===== src/rtl/sub_serial_seq.sv =====
// -----------------------------------------------------------------------------
// sub_serial_seq
//
// Purpose:
//   Upstream sequencer for an external 4-bit borrow subtraction stage. It
//   latches two W-bit operands (W = 4*NIBBLES) and feeds them to the stage one
//   nibble per cycle, least-significant first. The stage's borrow-out is
//   registered and returned as the next nibble's borrow-in. When the last
//   nibble has been processed, the full difference, final borrow and signed
//   overflow are published together.
//
// Parameters:
//   NIBBLES      operand width in nibbles, legal 2..8
//
// Ports:
//   clk          clock, all state changes on the rising edge
//   rst_n        synchronous reset, active low (aborts any running operation)
//   start        request, sampled only while idle
//   OpA, OpB     minuend / subtrahend, latched when start is accepted
//   BorrowInit   borrow into nibble 0, latched when start is accepted
//   SubA, SubB   current latched nibble to the stage (0 when not running)
//   SubBorrowIN  borrow register to the stage (0 when not running)
//   SubY         stage difference nibble (combinational, same cycle)
//   SubBorrowOUT stage borrow-out (combinational, same cycle)
//   busy         high while nibbles are being streamed
//   done         one-cycle completion pulse
//   Result       A - B - BorrowInit mod 2^W (or saturated, see below)
//   BorrowOUT    borrow out of the top nibble
//   Overflow     two's-complement overflow of the W-bit subtraction
//
// Configuration macro:
//   SUB_SAT_EN   when defined, Result saturates to the most positive value
//                (A non-negative) or most negative value (A negative) on
//                overflow. Overflow and BorrowOUT are reported unchanged.
// -----------------------------------------------------------------------------
module sub_serial_seq #(
    parameter  int NIBBLES = 4,
    localparam int W       = 4 * NIBBLES
) (
    input  logic         clk,
    input  logic         rst_n,
    input  logic         start,
    input  logic [W-1:0] OpA,
    input  logic [W-1:0] OpB,
    input  logic         BorrowInit,
    output logic [3:0]   SubA,
    output logic [3:0]   SubB,
    output logic         SubBorrowIN,
    input  logic [3:0]   SubY,
    input  logic         SubBorrowOUT,
    output logic         busy,
    output logic         done,
    output logic [W-1:0] Result,
    output logic         BorrowOUT,
    output logic         Overflow
);

    localparam int             IW       = (NIBBLES > 1) ? $clog2(NIBBLES) : 1;
    localparam logic [IW-1:0]  LAST_IDX = IW'(NIBBLES - 1);

    typedef enum logic [1:0] {
        ST_IDLE = 2'd0,
        ST_RUN  = 2'd1,
        ST_DONE = 2'd2
    } state_t;

    state_t                     r_state;
    logic [NIBBLES-1:0][3:0]    r_a;
    logic [NIBBLES-1:0][3:0]    r_b;
    // Only the lower NIBBLES-1 nibbles need storage: the top nibble is merged
    // straight from SubY on the final cycle.
    logic [NIBBLES-2:0][3:0]    r_shadow;
    logic [IW-1:0]              r_idx;
    logic                       r_borrow;
    logic                       r_busy;
    logic                       r_done;
    logic [W-1:0]               r_result;
    logic                       r_borrow_out;
    logic                       r_overflow;

    logic [W-1:0]               w_diff;
    logic [W-1:0]               w_result;
    logic                       w_a_msb;
    logic                       w_b_msb;
    logic                       w_ovf;

    // Full difference as it will look once the final nibble lands.
    assign w_diff  = {SubY, r_shadow};
    assign w_a_msb = r_a[NIBBLES-1][3];
    assign w_b_msb = r_b[NIBBLES-1][3];
    // Signs differ and the result sign departs from the minuend sign.
    assign w_ovf   = (w_a_msb != w_b_msb) && (w_diff[W-1] != w_a_msb);

    // Final result selection: wrapped difference or saturated value.
    always_comb begin
        w_result = w_diff;
`ifdef SUB_SAT_EN
        if (w_ovf) begin
            w_result = w_a_msb ? {1'b1, {(W-1){1'b0}}} : {1'b0, {(W-1){1'b1}}};
        end else begin
            w_result = w_diff;
        end
`endif
    end

    // Sequencer FSM with all datapath registers and registered status outputs.
    always_ff @(posedge clk) begin
        if (!rst_n) begin
            r_state      <= ST_IDLE;
            r_a          <= '0;
            r_b          <= '0;
            r_shadow     <= '0;
            r_idx        <= '0;
            r_borrow     <= 1'b0;
            r_busy       <= 1'b0;
            r_done       <= 1'b0;
            r_result     <= '0;
            r_borrow_out <= 1'b0;
            r_overflow   <= 1'b0;
        end else begin
            case (r_state)
                ST_IDLE: begin
                    r_done <= 1'b0;
                    if (start) begin
                        r_a      <= OpA;
                        r_b      <= OpB;
                        r_borrow <= BorrowInit;
                        r_idx    <= '0;
                        r_busy   <= 1'b1;
                        r_state  <= ST_RUN;
                    end else begin
                        r_state  <= ST_IDLE;
                    end
                end
                ST_RUN: begin
                    r_borrow <= SubBorrowOUT;
                    if (r_idx == LAST_IDX) begin
                        // Publish everything at once so no partial sum is visible.
                        r_result     <= w_result;
                        r_borrow_out <= SubBorrowOUT;
                        r_overflow   <= w_ovf;
                        r_busy       <= 1'b0;
                        r_done       <= 1'b1;
                        r_state      <= ST_DONE;
                    end else begin
                        r_shadow[r_idx] <= SubY;
                        r_idx           <= r_idx + IW'(1);
                    end
                end
                ST_DONE: begin
                    r_done  <= 1'b0;
                    r_state <= ST_IDLE;
                end
                default: begin
                    r_busy  <= 1'b0;
                    r_done  <= 1'b0;
                    r_state <= ST_IDLE;
                end
            endcase
        end
    end

    // Stage inputs come only from latched registers and are zero when idle.
    assign SubA        = r_busy ? r_a[r_idx] : 4'h0;
    assign SubB        = r_busy ? r_b[r_idx] : 4'h0;
    assign SubBorrowIN = r_busy ? r_borrow   : 1'b0;

    assign busy      = r_busy;
    assign done      = r_done;
    assign Result    = r_result;
    assign BorrowOUT = r_borrow_out;
    assign Overflow  = r_overflow;

endmodule


===== config.mk =====
export PLATFORM = sky130hd
export DESIGN_NAME = sub_serial_seq
export DESIGN_NICKNAME = d
export VERILOG_FILES = /design/src/rtl/sub_serial_seq.sv
export SDC_FILE = /design/constraint.sdc
export NUM_CORES = 1
export LEC_CHECK = 0
export CORE_MARGIN = 2
export CORE_UTILIZATION = 33
export CTS_BUF_LIST = sky130_fd_sc_hd__clkbuf_16
export DETAILED_ROUTE_END_ITERATION = 8
export MAX_ROUTING_LAYER = met4
export SLEW_MARGIN = 40
export SYNTH_ARGS = -nofsm -noshare
export SYNTH_HDL_FRONTEND = slang
export SYNTH_SLANG_ARGS = --single-unit

===== constraint.sdc =====
create_clock -name clk -period 2.2 [get_ports clk]
set_input_delay 0.44 -clock clk [delete_from_list [all_inputs] [get_ports clk]]
set_output_delay 0.44 -clock clk [all_outputs]
set_load 0.02 [all_outputs]

Word-level counts from Yosys, hierarchy flattened. Cells that the tools add are included. Widths: inputs -> output; s select.

Flip-flop bits (word level): 69. Input bits: 41. Output and inout port bits: 29. Logic and storage cells: 64.

Add/subtract/negate cells: 1. Magnitude comparators: 2. Equality and inequality tests: 8. Multiplexer cells: 21. Bitwise logic cells: 2. Reduce and logical (&&, ||, !) cells: 11.

Operators by type and width (count): $mux 4 (5); $bmux 4 s2 (2); $bwmux 12 (1); $reduce_and 2->1 (5); $demux 4 s2 (1); $pmux 2 s2 (2); $mux 2 (3); $ne 2x2->1 const B (3); $reduce_and 3->1 (2); $mux 1 (5); $eq 2x2->1 const B (2); $lt 2x3->1 const B (1); $pmux 1 s3 (1); $add 2x1->2 const B (1); $eq 2x1->1 const B (1); $ge 2x1->1 const B (1); $logic_and 1x1->1 (2); $logic_not 2->1 (1); $ne 1x1->1 (2); $not 1->1 (2); $pmux 1 s2 (1); $reduce_bool 2->1 (1).

Depth between registers and ports, before layout.
Depth after elaboration: 5. Gate-level depth with buffers: 7. Depth with buffers taken out: 4.

Worst setup path before layout. No wires, ideal clock.

Path type: register -> output. From: register r_idx[0]. To: output port SubB[0]. Data arrival time: 1.269 ns. Data required time: 1.760 ns. Path slack: 0.491 ns. Cell stages (with the launch flop): 4. Path buffers: 1. Cells stage by stage: dfxtp_1 > buf_6 > mux4_2 > and2_1.

Longest elaborated chain between the ends: 3.

RTL lines: from (decl) (RTL line 73) `logic [IW-1:0] r_idx;`; from (signal assigned) (RTL line 147) `r_idx <= r_idx + IW'(1);`; $bmux 4 s2 (RTL line 165) `assign SubB = r_busy ? r_b[r_idx] : 4'h0;`; $mux 4 (implied by the code) (RTL line 165); $mux 4 (RTL line 165); to (decl) (RTL line 47) `output logic [3:0] SubB,`.

Every way passes these cells. The select of a mux whose other input is x is not followed.

Worst setup path after layout.
From: register r_idx[1]. To: output port SubA[1].

Longest elaborated chain between the ends: 3.

RTL lines: $bmux 4 s2 (RTL line 164) `assign SubA = r_busy ? r_a[r_idx] : 4'h0;`; $mux 4 (implied by the code) (RTL line 164); $mux 4 (RTL line 164); to (decl) (RTL line 46) `output logic [3:0] SubA,`.

Every way passes these cells. The select of a mux whose other input is x is not followed.

==> results.py <==
metrics = {
    "setup_path": {
        "arrival_ns": 1.67,
        "end_kind": "output pin",
        "cp_cell_sequence": "buf_4 > mux4_2 > and2_1 > clkdlybuf4s15_2",
        "max_stage_delay_ns": 0.48,
        "r2r_cells": 6,
        "critPathLaunchType": "flop",
        "critPathRequiredTime_ns": 1.76,
        "cp_max_fo": 3,
        "reg2reg_slack_ns": 0.44,
        "slowest_stage": "mux4_2",
        "worst-setup-path-type": "flop to output pin",
    },
    "clock_tree": {
        "numCtsBuffers": 9,
        "clock_path_buffers": 2,
        "clkLatencyLatePin_ns": 0.32,
        "cts_hold_buffers": 0,
        "clkSinkCount": 69,
        "cts_tree": "yes",
        "cts_root_buf": "clkbuf_16",
        "cts.htree.levels": 3,
        "path_clk_slew_ns": 0.06,
    },
    "global_routing": {
        "gr-total-overflow": 0,
        "grt_max_degree": 41,
        "grt_pass1_vias": 2358,
        "grt_antenna_before_repair": 0,
        "grt_first_pass_wirelength_mm": 10.97,
        "grt_usage": 0.1441,
    },
    "synthesis": {
        "synth.distinct_cells": 34,
        "synth_largest_area_cell": "dfxtp_1",
        "avgSynthCellArea_um2": 9.394,
        "yosys_warnings": 0,
        "synth_fp_nets": 372,
        "synthTopCellsByArea": "dfxtp_1 45%, nand2_1 14%, a21boi_1 7.3%",
        "synth_area_mm2": 0.003072,
        "synth_cells": 327,
        "synth-seq-cells": 69,
        "synth_top_area_share": 0.4497,
        "ys_seq_area_frac": 0.4497,
    },
    "sta": {
        "slew_viol_final": 0,
        "fin_ws_ns": 0.09095,
        "slew_headroom": 0.6020,
        "finalCritPeriodShare": 0.9587,
        "setup_tns_ns": 0,
        "max_freq_mhz": 474.1,
        "setup_viol": 0,
        "rsz0062_at_grt": "false",
        "finalCriticalPeriod_ns": 2.109,
        "finClkSkew_ns": 0.006444,
        "hold_violations": 0,
        "worst_pin_slew_ns": 0.5969,
    },
    "power_and_ir_drop": {
        "p_leak_nw": 1.627,
        "p_switching_uw": 676.4,
        "p_sw_frac": 0.2245,
        "seqPwrFrac": 0.444,
        "power.density_mw_per_mm2": 737.2,
        "finalPower_mw": 3.013,
        "clkPwrFrac": 0.453,
        "p_int_mw": 2.337,
        "ir_drop_v": 0.0004304,
        "combPwrFrac": 0.103,
    },
    "route": {
        "wl_per_cell_um": 12.76,
        "postRouteWirelength_mm": 6.545,
        "drt-vias-per-instance": 4.606,
        "drc_errors": 0,
        "drtPass1Iterations": 4,
        "drt_iter0_markers": 47,
        "ant_nets": 0,
        "num_vias": 2363,
    },
    "floorplanning": {
        "pin_count": 70,
        "fp.dieH_um": 100.5,
        "num_rows": 35,
        "dieArea_mm2": 0.01010,
        "core_area_mm2": 0.009153,
        "die_x_um": 100.5,
        "initial_utilization": 0.3356,
    },
    "final_layout": {
        "fillers": 905,
        "finalNetCount": 443,
        "final_common_cell": "nand2_1",
        "diodes": 0,
        "mostFrequentLayoutCells": "118 x nand2_1, 67 x dfxtp_1, 60 x clkdlybuf4s50_1, 30 x a21boi_1",
        "drive_gt1_frac": 0.1393,
        "area_growth_pct": 33.08,
    },
    "placed_design": {
        "finalWeightedCongestion": 0.6999,
        "io_buffers": 69,
        "dp_hpwl_mm": 4.639,
        "place_ws_ns": 0.07943,
    },
    "job": {
        "maxCapViolCount": 0,
    },
    "status": {
        "status": "completed",
    },
    "min_path": {
        "hold_path_depth": 2,
        "hp-class": "flop to flop",
    },
}
[through the flow]
step	std cells	area (um^2)	hold slack (ns)	utilization
after floorplan	327	3072	0.4303	-
after global placement	498	3831	0.4384	0.4186
after detailed placement	498	3831	0.4426	0.4186
after CTS	513	4123	0.4504	0.4504
after global routing	513	4088	0.4678	0.4466
final	513	4088	0.4471	0.4466
[metal layers]
metal / wire (um) / GRT usage / vias up / part of all wire
li1: - / - / 1221 / -
met1: 2910 / 0.1600 / 1083 / 0.44
met2: 3195 / 0.2375 / 52 / 0.49
met3: 345 / 0.05270 / 7 / 0.053
met4: 94 / 0.05374 / 0 / 0.014
met5: 0 / - / - / 0
[final cells by class]
class,instances,area [um^2],share of cell area
inverter,3,11.26,0.002755
clock buffer,9,225.2,0.05510
timing repair buffer,83,775.7,0.1898
clock inverter,6,56.30,0.01377
sequential,69,1384,0.3385
tap,111,138.9,0.03398
multi-input combinational,232,1496,0.3661
[power by group through the flow]
| stage | combinational, mW | clock, mW | sequential, mW |
|---|---|---|---|
| global placement | 0.316 | 0 | 1.36 |
| floorplan | 0.202 | 0 | 1.35 |
| CTS | 0.320 | 1.40 | 1.34 |
| finish | 0.310 | 1.37 | 1.34 |
| detailed placement | 0.319 | 0 | 1.37 |
| global route | 0.343 | 1.45 | 1.34 |
[Yosys cell counts]
cell type and n:
dfxtp_1 69, a21boi_0 12, or3b_1 1, mux2i_1 13
clkbuf_2 1, a31oi_1 1, o21ai_2 1, nor2_1 3
buf_4 3, or2b_1 3, buf_8 1, nand3_1 1
o21a_1 1, clkbuf_1 5, o21ai_0 3, nand2b_1 1
nor3b_4 2, nand3b_1 1, buf_2 4, nor3b_1 1
mux4_1 2, ha_1 4, a21boi_1 30, nor3_1 1
buf_6 9, nor4b_1 1, and3b_1 1, and2_1 11
a21oi_1 5, a21boi_2 8, mux4_2 6, inv_1 3
nand3b_4 1, nand2_1 118
[worst paths after layout]
kind,startpoint,end
max reg2reg,r_idx[0],r_shadow[10]
min,r_b[7],r_b[7]
min reg2reg,r_b[7],r_b[7]
max,r_idx[1],SubA[1]
[cells by family (layout without fill, tap and decap cells)]
kind of cell | Yosys count | after routing | synth area share
and+or+nand+nor | 146 | 146 | 0.2151
DFF | 69 | 69 | 0.4497
AOI/OAI and AO/OA | 61 | 61 | 0.1523
buffers and inverters | 26 | 101 | 0.06313
muxes | 21 | 21 | 0.1035
adders and majority gates | 4 | 4 | 0.01629
[flip-flops by register name (all words and copies together) (netlist names)]
| register | cells |
|---|---|
| busy | 1 |
| BorrowOUT | 1 |
| Result | 16 |
| r_idx | 2 |
| Overflow | 1 |
| r_shadow | 12 |
| r_a | 16 |
| r_b | 16 |
| r_state | 2 |
| r_borrow | 1 |
| done | 1 |
[critical path: cells and delay by family (launching register included)]
family                 cells  cell delay, ns
buffers and inverters      2            0.36
AND/OR/NAND/NOR            1            0.17
flip-flops                 1            0.34
multiplexers               1            0.48
[what timing repair did]
| item | 4_1_cts | 5_1_grt |
|---|---|---|
| buffers inserted | 0 | 0 |
| endpoints found under the setup margin | 8 | 9 |
| resized for setup | 24 | 8 |
(Power assumes the default switching activity.)
